File: src/rtl/song_sequencer_pkg.sv
// Shared organ definitions: note codes, break flag, song line layout and
// sequencer state encoding.
package song_sequencer_pkg;

  localparam int SONG_LINE_BITS = 5;

  localparam logic [3:0] NOTE_C = 4'b1000;
  localparam logic [3:0] NOTE_D = 4'b0100;
  localparam logic [3:0] NOTE_E = 4'b0010;
  localparam logic [3:0] NOTE_G = 4'b0001;

  localparam logic HOLD  = 1'b0;
  localparam logic BREAK = 1'b1;

  typedef enum logic [1:0] {
    ST_IDLE  = 2'd0,
    ST_FETCH = 2'd1,
    ST_LOAD  = 2'd2,
    ST_PLAY  = 2'd3
  } seq_state_t;

  typedef logic [SONG_LINE_BITS-1:0] song_line_t;

  // A song line is {note[1:4], break}; note[1] (C) is the MSB.
  function automatic logic [3:0] line_notes(song_line_t line);
    return line[4:1];
  endfunction

  function automatic logic line_is_break(song_line_t line);
    return line[0] == BREAK;
  endfunction

endpackage

File: src/rtl/song_sequencer_tick_divider.sv
// Synchronous modulo-DIVIDE counter; tick is high in the last count of each
// period. clear holds the count at zero.
module tick_divider #(
  parameter int DIVIDE = 7812
) (
  input  logic inclock,
  input  logic reset,
  input  logic clear,
  output logic tick
);

  localparam int CW = $clog2(DIVIDE);
  localparam logic [CW-1:0] LAST = CW'(DIVIDE - 1);

  logic [CW-1:0] count_q, count_d;

  assign tick = (count_q == LAST);

  always_comb begin
    count_d = count_q + CW'(1);
    if (clear || tick) count_d = '0;
  end

  always_ff @(posedge inclock or posedge reset) begin
    if (reset) count_q <= '0;
    else       count_q <= count_d;
  end

endmodule

File: src/rtl/song_sequencer.sv
// Song-line sequencer: fetches {note[1:4], break} lines from a synchronous
// store, one line per 8 ticks, and gates the four tone enables.
module song_sequencer
  import song_sequencer_pkg::*;
#(
  parameter int TICK_DIVIDE = 7812,
  parameter int SONG_LENGTH = 32,
  parameter int ADDR_BITS   = 5
) (
  input  logic                 inclock,
  input  logic                 reset,
  input  logic                 play,
  input  logic                 stop,
  input  logic                 loop,
  output logic [ADDR_BITS-1:0] songAddr,
  input  logic [4:0]           songData,
  output logic [3:0]           noteEnable,
  output logic                 playing,
  output logic                 lineStrobe,
  output logic                 songDone
);

  localparam logic [ADDR_BITS-1:0] LAST_INDEX = ADDR_BITS'(SONG_LENGTH - 1);

  seq_state_t           state_q, state_d;
  logic [ADDR_BITS-1:0] line_index_q, line_index_d;
  logic [2:0]           sub_step_q, sub_step_d;
  song_line_t           current_line_q, current_line_d;
  logic                 line_strobe_q, line_strobe_d;
  logic                 song_done_q, song_done_d;

  logic                 tick;
  logic                 last_line;
  logic                 line_end;
  logic [ADDR_BITS-1:0] next_index;
  logic                 mute;

  // Prescaler only runs in PLAY, so every line starts from a fresh count.
  tick_divider #(
    .DIVIDE (TICK_DIVIDE)
  ) u_tick (
    .inclock (inclock),
    .reset   (reset),
    .clear   (state_q != ST_PLAY),
    .tick    (tick)
  );

  assign last_line  = (line_index_q == LAST_INDEX);
  assign next_index = last_line ? '0 : line_index_q + ADDR_BITS'(1);
  assign line_end   = (state_q == ST_PLAY) && tick && (sub_step_q == 3'd7);

  always_comb begin
    state_d        = state_q;
    line_index_d   = line_index_q;
    sub_step_d     = sub_step_q;
    current_line_d = current_line_q;
    line_strobe_d  = 1'b0;
    song_done_d    = 1'b0;

    case (state_q)
      ST_IDLE: begin
        line_index_d = '0;
        if (play) state_d = ST_FETCH;
      end
      ST_FETCH: state_d = ST_LOAD;
      ST_LOAD: begin
        current_line_d = songData;
        sub_step_d     = 3'd0;
        line_strobe_d  = 1'b1;
        state_d        = ST_PLAY;
      end
      ST_PLAY: begin
        if (tick) sub_step_d = sub_step_q + 3'd1;
        // songData already holds the prefetched next line at line end.
        if (line_end) begin
          if (last_line && !loop) begin
            state_d      = ST_IDLE;
            line_index_d = '0;
            song_done_d  = 1'b1;
          end else begin
            current_line_d = songData;
            line_index_d   = next_index;
            sub_step_d     = 3'd0;
            line_strobe_d  = 1'b1;
          end
        end
      end
      default: state_d = ST_IDLE;
    endcase

    if (stop) begin
      state_d       = ST_IDLE;
      line_index_d  = '0;
      line_strobe_d = 1'b0;
      song_done_d   = 1'b0;
    end
  end

  always_ff @(posedge inclock or posedge reset) begin
    if (reset) begin
      state_q        <= ST_IDLE;
      line_index_q   <= '0;
      sub_step_q     <= '0;
      current_line_q <= '0;
      line_strobe_q  <= 1'b0;
      song_done_q    <= 1'b0;
    end else begin
      state_q        <= state_d;
      line_index_q   <= line_index_d;
      sub_step_q     <= sub_step_d;
      current_line_q <= current_line_d;
      line_strobe_q  <= line_strobe_d;
      song_done_q    <= song_done_d;
    end
  end

  always_comb begin
    songAddr = '0;
    case (state_q)
      ST_FETCH, ST_LOAD: songAddr = line_index_q;
      ST_PLAY:           songAddr = (sub_step_q == 3'd7) ? next_index : line_index_q;
      default:           songAddr = '0;
    endcase
  end

  assign mute       = line_is_break(current_line_q) && (sub_step_q == 3'd7);
  assign noteEnable = (state_q == ST_PLAY) ? (line_notes(current_line_q) & ~{4{mute}}) : 4'b0000;
  assign playing    = (state_q != ST_IDLE);
  assign lineStrobe = line_strobe_q;
  assign songDone   = song_done_q;

endmodule
File: config.mk
export PLATFORM = sky130hd
export DESIGN_NAME = song_sequencer
export DESIGN_NICKNAME = d
export VERILOG_FILES = /design/src/rtl/song_sequencer_pkg.sv /design/src/rtl/song_sequencer_tick_divider.sv /design/src/rtl/song_sequencer.sv
export SDC_FILE = /design/constraint.sdc
export NUM_CORES = 1
export LEC_CHECK = 0
export CAP_MARGIN = 20
export CORE_MARGIN = 2
export CORE_UTILIZATION = 50
export CTS_CLUSTER_SIZE = 20
export DETAILED_ROUTE_END_ITERATION = 16
export GPL_TIMING_DRIVEN = 0
export MAX_ROUTING_LAYER = met4
export PLACE_DENSITY = 0.74
export SLEW_MARGIN = 30
export SYNTH_ARGS = -nofsm -noshare
export SYNTH_HDL_FRONTEND = slang
export SYNTH_HIERARCHICAL = 1
export SYNTH_SLANG_ARGS = --single-unit
File: constraint.sdc
create_clock -name inclock -period 3.1 [get_ports inclock]
set_input_delay 0.93 -clock inclock [delete_from_list [all_inputs] [get_ports inclock]]
set_output_delay 0.93 -clock inclock [all_outputs]
set_load 0.02 [all_outputs]
# Word-level counts from Yosys, hierarchy flattened
# Index checks and enable logic that the tools add are counted.
# totals
register_bits	30
latch_bits	0
ram_bits	0
mem_bits_ro	0
in_bits	10
output_inout_bits	12
word_cells	67
n_memories	0
# op_classes
add_sub_neg	3
n_mul	0
n_div	0
n_lt_le_gt_ge	0
eq_ne	12
n_shift	0
muxes	29
bitwise	2
reduce_logical	14
# op_table
op	count
$mux 5	7
$pmux 5 s2	3
$add 13x1->13 const B	1
$eq 13x13->1 const B	1
$mux 13	1
$mux 3	3
$ne 3x3->1 const B	3
$mux 2	4
$pmux 2 s4	1
$mux 1	7
$ne 2x2->1 const B	3
$pmux 3 s2	1
$reduce_and 3->1	2
$add 5x1->5 const B	1
$eq 5x5->1 const B	1
$and 4x4->4	1
$eq 2x2->1 const B	2
$logic_and 1x1->1	4
$mux 4	1
$not 4->4	1
$reduce_bool 2->1	2
$add 3x1->3 const B	1
$eq 3x3->1 const B	1
$reduce_bool 3->1	1
7 further kinds	7

# Longest topological paths before layout
# Gate-level depths: netlist of the first run.
# logic_depth
ltp_word	6
ltp_mapped	6
ltp_nobuf	6

# Modules after synthesis
# The synthesis of the first run kept the hierarchy.
# by_module_without_submodules
module	instances	cells_per_inst	area_each_um2	seq_area_each_um2
song_sequencer	1	107	1119.8	425.4
tick_divider	1	64	628.1	325.3

# Least setup slack after synthesis of the first run
# Ideal clock, no wire load.
# synth_path
kind	register to output
start	reg line_index_q[0]
end	out songAddr[3]
t_arrival_ns	2.015
t_required_ns	2.170
path_slack_ns	0.155
stages_incl_launch_ff	7
path_buffers	0
cell_sequence	dfrtp_1 > ha_1 > and3_1 > ha_1 > and2b_4 > nand3_1 > a311oi_1
# synth_between
elab_chain_cells	4
elab_cells_between_ends	5
cone_classes	add/sub: 1; eq/ne: 1; mux: 3
# synth_rtl
item	line_no	rtl
start, declared	song_sequencer.sv:26	logic [ADDR_BITS-1:0] line_index_q, line_index_d;
start signal, assigned	song_sequencer.sv:109	line_index_q <= line_index_d;
$add 5x1->5 or $eq 5x5->1 (tied branches)	song_sequencer.sv:49, song_sequencer.sv:48	
$mux 5 *	song_sequencer.sv:49	assign next_index = last_line ? '0 : line_index_q + ADDR_BITS'(1);
$mux 5 *	song_sequencer.sv:121	ST_PLAY: songAddr = (sub_step_q == 3'd7) ? next_index : line_index_q;
$pmux 5 s2 *	song_sequencer.sv:119	case (state_q)
end, declared	song_sequencer.sv:15	output logic [ADDR_BITS-1:0] songAddr,
# Mark *: on every way between the ends. The rest lies on a longest branch, timed or not.

# Worst setup path after layout of the first run
# layout_path
start	reg line_index_q[1]
end	out songAddr[3]
# Same word-level chain as after synthesis.

==> impl_results.md, run 1 <==
* Status: completed
* CP required at between 2000 and 2500 ps
* Compound-cell area share of the yosys netlist at 0.0866
* Warnings, synthesis at 6
* Worst Max-Slew Pin Slew at ~670 ps
* CP max-delay cell: dfrtp_1
* Period utilization at 0.995
* Total Routing Usage GR at 0.216
* P&R area growth vs syn at 20.8%
* Mapped Cells at ~170
* Fin. max-slew vios at 0
* Height of the die at 63.1 um
* Synth top cells by count: dfrtp_1 (30), nor2_1 (21), nand3_1 (11)
* Cells on Worst Hold Path at 1
* Max-slew headroom at 0.556
* Num rows at 21
* Pwr/cell area at ~520 nW/um^2
* Vias post-DR at around 1400
* FF+latch count, synth at 30
* Crit-path cells: ha_4, and3_4, ha_4, and2b_4, nand3_1, a311oi_1, buf_2
* Largest family of logic cells by synthesized area: simple AND/OR/NAND/NOR gates
* Port bufs at 21
* Post-detailed-placement half-perimeter wirelength at 2.67 mm
* Cell variety after synth at 45
* Crit Path Max Fanout at 7
* Simple-Gate Fraction of Synth Area at 0.256
* Syn Nets at roughly 190
* TritonCTS buffer count at 5
* Final setup fails at 0
* Hold crit path type: flop to flop
* RSZ-0062 raised after global routing: yes
* Critical Path AT at 2150 ps
* Initial Util at 0.524
* Fin crit period at between 3000 and 4000 ps
* LEAKAGE at ~0.93 nW
* WP depth at 7
* Top cells by area, synth: dfrtp_1 (43%), mux2_4 (6.0%), ha_1 (5.7%)
* Syn Std Cell Area at between 1500 and 2000 um^2
* Setup TNS at 0 ps
* XOR/XNOR Fraction of Synth Area at 0.0551
* Max Buffers Root-to-Sink at 2
* Max_cap viols at 0
* Grt total ovfl at 0
* Crit Path Class: flop to primary output
* EDFF count, synth at 0
* Final antenna-violating net count at 0
* Hold slack at roughly 470 ps
* Worst skew pair latency at between 300 and 400 ps
* Htree depth at 2
* Cell Count, Final, Fillers Out at about 250
* IO Pins at 22
* Family with the most delay on the worst path: simple AND/OR/NAND/NOR gates
* Crit start category: flop
* R2R depth at 5
* Wire length of the first global-routing pass at ~6.5 mm
* Most used flip-flop cell after synthesis: dfrtp_1
* CP most frequent cell: ha_4
* Clock slew at reported path FFs at 100 ps
* Crit end category: primary output
* Final nets at between 200 and 250
* Buf+Inv Stages, Crit Path at 1
* Full die area at 3980 um^2
* Clk sinks at 30
* Sequential fraction of the synthesis area at 0.429
* Post-synth ARST share at 1.00
* Vias/cell at 5.56
* Placed cells at ~240
* Core Util, Final at 0.633
* CTS root buffer: clkbuf_4
* Worst Skew at 15.8 ps
* Antenna Cells at 0
* Final Hold Viols at 0
* Syn Area/Cell at ~10 um^2
* Core area at ~3300 um^2
* Most frequent cell after synthesis: dfrtp_1
* Top cell type's share of synthesized area at 0.429
* Fmax at between 300 and 400 MHz
* DRC Markers at 0
* DR iter-0 viols at 66
* CP peak stage delay at around 430 ps
* CTS tree: done
* Adder-Cell Fraction of Synth Area at 0.0573
* WL per Instance at about 15 um
* Peak supply drop at 0.000285 V
* Routed Wire Length at 3.69 mm
* Yosys top cell by area: dfrtp_1
* First-pass iteration count of the detailed router at 4
* Post-synthesis mux area share at 0.0787
* Routability congestion estimate at around 0.91
* Largest net degree at the start of global routing at 18
* DIE WIDTH at between 60 and 70 um
* Initial antenna violation count at 0
* Share of layout cells above drive strength 1 at 0.223
* Vias in the first global route at 1388
==> per-stage QoR <==
stage	power, mW	worst slack [ps]	cell area, um^2
after floorplan	0.767	155	1750
after global placement	0.859	-233	2020
after detailed placement	0.875	-272	2020
after CTS	1.10	16.1	2090
after global routing	1.17	-22.5	2110
final	1.10	16.0	2110
==> worst paths after layout <==
kind | startpoint | to | slack [ps]
max in group asynchronous | reset | line_index_q[0] | 1620
min in group asynchronous | reset | u_tick/count_q[6] | 940
worst min-delay path | u_tick/count_q[0] | u_tick/count_q[0] | 470
worst max register to register | u_tick/count_q[4] | state_q[0] | 780
worst min register to register | u_tick/count_q[0] | u_tick/count_q[0] | 470
worst max-delay path | line_index_q[1] | songAddr[3] | 20
==> cell families (layout without fill, tap and decap cells) <==
logic type,after synthesis,count (layout)
buffers and inverters,13,44
AOI/OAI and AO/OA,21,21
DFF,30,30
and+or+nand+nor,78,78
xor gates and xnor gates,11,11
muxes,10,10
adders and majority gates,8,8
==> sequential cells by signal, indices dropped and copies added, names as in the netlist <==
register	flops
sub_step_q	3
current_line_q	5
state_q	2
songDone	1
line_index_q	5
lineStrobe	1
u_tick/count_q	13
==> cell type report <==
cell class                 instances  area, um^2
fill                             311        1230
multi-input combinational        128         972
sequential                        30         752
timing repair buffer              25         214
tap                               46        57.6
clock buffer                       6        51.3
inverter                          10        37.5
buffer                             3        26.3
==> power breakdown <==
part           switching (mW)  leakage, nW  internal (mW)
registers              0.0336        0.405          0.442
logic                   0.198        0.490          0.193
clock network           0.128       0.0302          0.102
==> cell usage in the layout, fill, tap and decap left out, types with 2 or more instances in the layout <==
cell type / synthesis / layout
a21oi_1: 6 / 5
a22o_1: 2 / 2
and2_1: 5 / 5
and3_1: 4 / 3
and3_4: 1 / 2
buf_2: 0 / 2
buf_4: 2 / 6
clkbuf_2: 0 / 2
clkbuf_4: 0 / 5
clkdlybuf4s50_1: 0 / 12
dfrtp_1: 30 / 29
dlygate4sd2_1: 0 / 5
ha_1: 8 / 6
ha_4: 0 / 2
inv_1: 7 / 7
inv_2: 3 / 3
mux2_4: 7 / 7
nand2_1: 9 / 9
nand2b_2: 2 / 2
nand3_1: 11 / 11
nand4_1: 5 / 5
nand4b_1: 3 / 3
nor2_1: 21 / 21
nor2b_1: 2 / 2
nor3_1: 2 / 2
nor4_1: 3 / 3
o21ai_0: 5 / 5
xnor2_1: 9 / 9
xor2_1: 2 / 2
==> what timing repair did <==
| action | CTS | global route |
|---|---|---|
| buffers inserted | 2 | 2 |
| setup endpoints to repair | 9 | 4 |
| pin swaps | 1 | 3 |
| hold buffers | 0 | 0 |
| resized for setup | 23 | 6 |
==> metal layers <==
metal,vias up,global-route usage,part of all wire
met5,-,-,0
met4,0,0.0944,0.019
met3,8,0.0339,0.045
met2,43,0.335,0.49
met1,659,0.282,0.44
li1,670,-,-
Power figures use the tool's default switching activity.
==> inputs of run 2 (changes only) <==
--- a/config.mk
+++ b/config.mk
@@ -7,12 +7,12 @@
 export LEC_CHECK = 0
 export CAP_MARGIN = 20
 export CORE_MARGIN = 2
-export CORE_UTILIZATION = 50
+export CORE_UTILIZATION = 59
 export CTS_CLUSTER_SIZE = 20
 export DETAILED_ROUTE_END_ITERATION = 16
 export GPL_TIMING_DRIVEN = 0
 export MAX_ROUTING_LAYER = met4
-export PLACE_DENSITY = 0.74
+export PLACE_DENSITY = 0.85
 export SLEW_MARGIN = 30
 export SYNTH_ARGS = -nofsm -noshare
 export SYNTH_HDL_FRONTEND = slang
==> constraint.sdc (replaced) <==
create_clock -name inclock -period 3.7 [get_ports inclock]
set_input_delay 1.11 -clock inclock [delete_from_list [all_inputs] [get_ports inclock]]
set_output_delay 1.11 -clock inclock [all_outputs]
set_load 0.02 [all_outputs]
==> run 2 against run 1 <==
Compared with the run above: sequential power decreased by 16%; total power decreased by 14%; largest power group unchanged; first-iteration DRC count decreased by 11%; critical path depth unchanged; clock power decreased by 7%; worst setup slack improved by 93 ps; critical endpoint is now songAddr[2]; register-to-register slack improved by 590 ps; core utilization increased by 10 points; cell count decreased by 6.9%.
==> impl_results.md, run 2 (same netlist as run 1, synthesis figures left out) <==
* Largest net degree at the start of global routing at 18
* Worst Skew at 8.37 ps
* DR iter-0 viols at roughly 60
* Antenna Cells at 0
* Max-slew headroom at 0.552
* Share of layout cells above drive strength 1 at 0.165
* DRC Markers at 0
* Top Registers: u_tick/count_q: 13 flops, current_line_q: 5 flops, line_index_q: 5 flops
* Num rows at 19
* Status: completed
* DIE WIDTH at roughly 58 um
* Max FFs per register at 13
* Total Routing Usage GR at 0.255
* P&R area growth vs syn at 17.2%
* Final worst slack at 109 ps
* TritonCTS buffer count at 5
* Critical Path AT at 2480 ps
* Htree depth at 2
* First-pass iteration count of the detailed router at 4
* Clk sinks at 30
* Crit end category: primary output
* Commonest non-fill, non-tap cell in the layout: dfrtp_1
* Final Hold Viols at 0
* Port bufs at 21
* CP required at between 2000 and 3000 ps
* Most frequent cells in the layout: dfrtp_1 (30), nor2_1 (21), clkdlybuf4s50_1 (17)
* Peak supply drop at roughly 0.00062 V
* Full die area at 3410 um^2
* Routability congestion estimate at 0.899
* Setup TNS at 0 ps
* RSZ-0062 raised after global routing: no
* Worst Max-Slew Pin Slew at 672 ps
* LEAKAGE at roughly 0.90 nW
* Crit Path Max Fanout at 7
* Period utilization at 0.970
* Vias/cell at 6.02
* Post-detailed-placement half-perimeter wirelength at ~2.8 mm
* Vias post-DR at 1390
* Max_cap viols at 0
* IO Pins at 22
* Vias in the first global route at 1287
* Fin crit period at around 3600 ps
* Hold bufs inserted after CTS at 0
* Worst skew pair latency at 340 ps
* Crit start category: flop
* Crit Path Class: flop to primary output
* Hold crit path type: flop to flop
* Wire length of the first global-routing pass at 6.23 mm
* Core area at about 2800 um^2
* WL per Instance at about 16 um
* Max Buffers Root-to-Sink at 2
* Final antenna-violating net count at 0
* Pwr/cell area at about 460 nW/um^2
* Pre-CTS WS at approximately 140 ps
* Fin. max-slew vios at 0
* Clock slew at reported path FFs at approximately 100 ps
* Routed Wire Length at roughly 3.7 mm
* Final nets at about 220
* CTS root buffer: clkbuf_4
* Initial Util at 0.628
* Final setup fails at 0
* Initial antenna violation count at 0
* CTS tree: done
* Fill cells at between 200 and 250
* Grt total ovfl at 0
* # Post-CTS Setup Buffers at 0
* Biggest register: u_tick/count_q
* Fmax at 278 MHz
* Height of the die at 58.4 um
==> run 2: cell types whose count changed in the layout (fill, tap and decap cells not counted), moves of 2 or more <==
cell,previous run,this run
dlygate4sd2_1,5,3
ha_4,2,0
buf_4,6,2
clkdlybuf4s50_1,12,17
ha_1,6,8
buf_2,2,0
==> run 2: final timing paths <==
check / start / endpoint / slack (ps) / cells after the start
max: line_index_q[0] / songAddr[2] / 110 / 7
min: u_tick/count_q[0] / u_tick/count_q[0] / 460 / 1
max reg2reg: u_tick/count_q[4] / state_q[0] / 1370 / 5
min reg2reg: u_tick/count_q[0] / u_tick/count_q[0] / 460 / 1
max in group asynchronous: reset / current_line_q[2] / 2080 / 2
min in group asynchronous: reset / u_tick/count_q[6] / 1100 / 2
==> run 2: where the power goes <==
part	total, mW	switching, mW	leakage, nW	internal, mW
registers	0.399	0.0283	0.407	0.371
logic	0.332	0.167	0.462	0.165
clock network	0.214	0.122	0.0353	0.0920
total	0.945	0.317	0.903	0.628
==> run 2: metrics by stage <==
step	cell area, um^2	util	power (mW)	hold slack [ps]	std cells
after floorplan	1750	-	0.642	430	171
after global placement	2000	0.718	0.715	443	223
after detailed placement	2000	0.718	0.735	449	223
after CTS	2050	0.738	0.949	464	231
after global routing	2050	0.736	0.998	503	231
final	2050	0.736	0.945	462	231
==> run 2: layout make-up <==
| type | instances | area, um^2 | area share |
|---|---|---|---|
| buffer | 3 | 26.3 | 0.0128 |
| timing repair buffer | 21 | 201 | 0.0984 |
| tap | 31 | 38.8 | 0.0189 |
| multi-input combinational | 128 | 933 | 0.456 |
| clock inverter | 1 | 5.00 | 0.00244 |
| clock buffer | 7 | 55.1 | 0.0269 |
| inverter | 10 | 37.5 | 0.0183 |
| sequential | 30 | 751 | 0.367 |
==> run 2: what timing repair did <==
item                                    CTS  global route
gates resized for setup                   4             3
endpoints found under the setup margin    4             1
endpoints found under the hold margin     0             0
==> run 2: routing by layer <==
layer / routed length (um) / global-route usage
met1: 1610 / 0.326
met2: 1800 / 0.392
met3: 247 / 0.0725
met4: 41 / 0.0831
met5: 0 / -
==> run 2: critical path: stages, from the launching register on <==
cell and delay [ps]:
dfrtp_1 460, ha_1 270, and3_1 200, ha_1 280
and2b_4 300, a22oi_1 80, o31ai_1 200, dlygate4sd2_1 360
==> inputs of run 3 (changes only) <==
--- a/config.mk
+++ b/config.mk
@@ -7,12 +7,13 @@
 export LEC_CHECK = 0
 export CAP_MARGIN = 20
 export CORE_MARGIN = 2
-export CORE_UTILIZATION = 59
+export CORE_UTILIZATION = 65
 export CTS_CLUSTER_SIZE = 20
 export DETAILED_ROUTE_END_ITERATION = 16
+export DONT_BUFFER_PORTS = 1
 export GPL_TIMING_DRIVEN = 0
 export MAX_ROUTING_LAYER = met4
-export PLACE_DENSITY = 0.85
+export PLACE_DENSITY = 0.82
 export SLEW_MARGIN = 30
 export SYNTH_ARGS = -nofsm -noshare
 export SYNTH_HDL_FRONTEND = slang
==> run 3 against run 2 <==
Compared with the run above: non-clock buffer count decreased by 21; wire length decreased by 13%; worst setup slack improved by 11 ps; clock power decreased by 6%; hold slack improved by 13 ps; flip-flop and latch count unchanged; largest power group unchanged; global-route usage decreased by 2.6 points.
==> impl_results.md, run 3 (same netlist as run 1, synthesis figures left out) <==
* Commonest non-fill, non-tap cell in the layout: dfrtp_1
* Initial antenna violation count at 0
* Multi-input gate area at between 900 and 1000 um^2
* Max FFs per register at 13
* FF-to-FF setup slack at around 1400 ps
* Largest net degree at the start of global routing at 18
* TritonCTS buffer count at 5
* Cell Area, Placed at ~1800 um^2
* Initial Util at 0.693
* Critical Path AT at ~2500 ps
* Clock slew at reported path FFs at ~100 ps
* Final worst slack at between 100 and 150 ps
* Fin crit period at roughly 3600 ps
* CP required at 2590 ps
* Most frequent cells in the layout: dfrtp_1 (30), nor2_1 (21), nand3_1 (11)
* Max-slew headroom at 0.525
* Final antenna-violating net count at 0
* R2R depth at 5
* Share of layout cells above drive strength 1 at 0.190
* First-pass iteration count of the detailed router at 4
* Peak supply drop at about 0.00038 V
* Worst min-delay path startpoint: u_tick/count_q[0]
* Hold crit path type: flop to flop
* Antenna Cells at 0
* Max Buffers Root-to-Sink at 2
* CTS tree: done
* Cells on Worst Hold Path at 1
* Fill cells at around 190
* Core area at 2520 um^2
* Grt total ovfl at 0
* Crit end category: primary output
* Fin. max-slew vios at 0
* Crit Path Class: flop to primary output
* Max_cap viols at 0
* Reg2reg start: u_tick/count_q[4]
* Num rows at 18
* Vias post-DR at between 1000 and 1500
* Top Registers: u_tick/count_q: 13 flops, current_line_q: 5 flops, line_index_q: 5 flops
* Post-detailed-placement half-perimeter wirelength at about 2.5 mm
* Total Routing Usage GR at 0.228
* Final Hold Viols at 0
* Capturing point of the worst reg2reg path: state_q[0]
* Port bufs at 0
* LEAKAGE at approximately 0.81 nW
* Finished Cell Area at approximately 1900 um^2
* Worst skew pair latency at 310 ps
* Height of the die at about 56 um
* Status: completed
* IO Pins at 22
* Clk sinks at 30
* Htree depth at 2
* Setup TNS at 0 ps
* Final setup fails at 0
* Biggest register: u_tick/count_q
* WL per Instance at roughly 16 um
* Worst Max-Slew Pin Slew at around 710 ps
* Routed Wire Length at approximately 3.2 mm
* DIE WIDTH at 55.9 um
* Placed cells at 201
* Cell Count, Final, Fillers Out at between 200 and 250
* Vias/cell at 6.04
* Final nets at roughly 200
* Full die area at between 3000 and 4000 um^2
* Worst Skew at ~12 ps
* RSZ-0062 raised after global routing: no
* Crit Path Max Fanout at 7
* Hold Path End: u_tick/count_q[0]
* CTS root buffer: clkbuf_4
* DR iter-0 viols at 28
* P&R area growth vs syn at 6.16%
* Pre-CTS WS at 415 ps
* Register area at 751 um^2
* Vias in the first global route at 1279
* Routability congestion estimate at roughly 0.9
* Crit start category: flop
* Wire length of the first global-routing pass at 5.55 mm
* DRC Markers at 0
* Fmax at roughly 280 MHz
* Period utilization at 0.967
* Pwr/cell area at approximately 480 nW/um^2
==> run 3: layout make-up <==
cell class	instances	area share
Buffer	3	0.0142
Clock buffer	6	0.0276
Clock inverter	2	0.00674
Inverter	10	0.0202
Multi-Input combinational cell	128	0.506
Sequential cell	30	0.405
Tap cell	30	0.0202
==> run 3: worst max-delay path by stage <==
stage                    start  slack, ps          end
5_1_grt        line_index_q[0]          5  songAddr[2]
6_report       line_index_q[0]        120  songAddr[2]
2_1_floorplan  line_index_q[0]        570  songAddr[3]
4_1_cts        line_index_q[0]         60  songAddr[3]
3_5_place_dp   line_index_q[0]        410  songAddr[3]
3_3_place_gp   line_index_q[0]        430  songAddr[3]
==> run 3: layer usage <==
layer / up-vias / wire (um) / global-route usage
met5: - / 0 / -
met4: 0 / 14 / 0.0476
met3: 2 / 137 / 0.0535
met2: 35 / 1540 / 0.367
met1: 606 / 1550 / 0.299
li1: 619 / - / -
==> run 3: per-stage QoR <==
step            util  hold slack (ps)  power (mW)
6_report       0.736              475       0.891
5_1_grt        0.736              510       0.943
4_1_cts        0.733              473       0.893
3_5_place_dp   0.708              459       0.690
3_3_place_gp   0.708              447       0.680
2_1_floorplan      -              430       0.642
==> run 3: critical path, cell delays in order (launching register included) <==
cell	delay, ps
dfrtp_1	460
ha_1	270
and3_1	200
ha_1	270
and2b_4	300
a22oi_1	80
o31ai_1	600
==> run 3: power by group <==
group / internal (mW) / switching, mW / leakage [nW]
Combinational: 0.134 / 0.156 / 0.370
Clock: 0.0913 / 0.110 / 0.0343
Sequential: 0.371 / 0.0287 / 0.407
==> run 3: timing repair <==
action,4_1_cts,5_1_grt
setup endpoints to repair,0,1
hold buffers,0,0
resized for setup,0,1
setup buffers,0,0
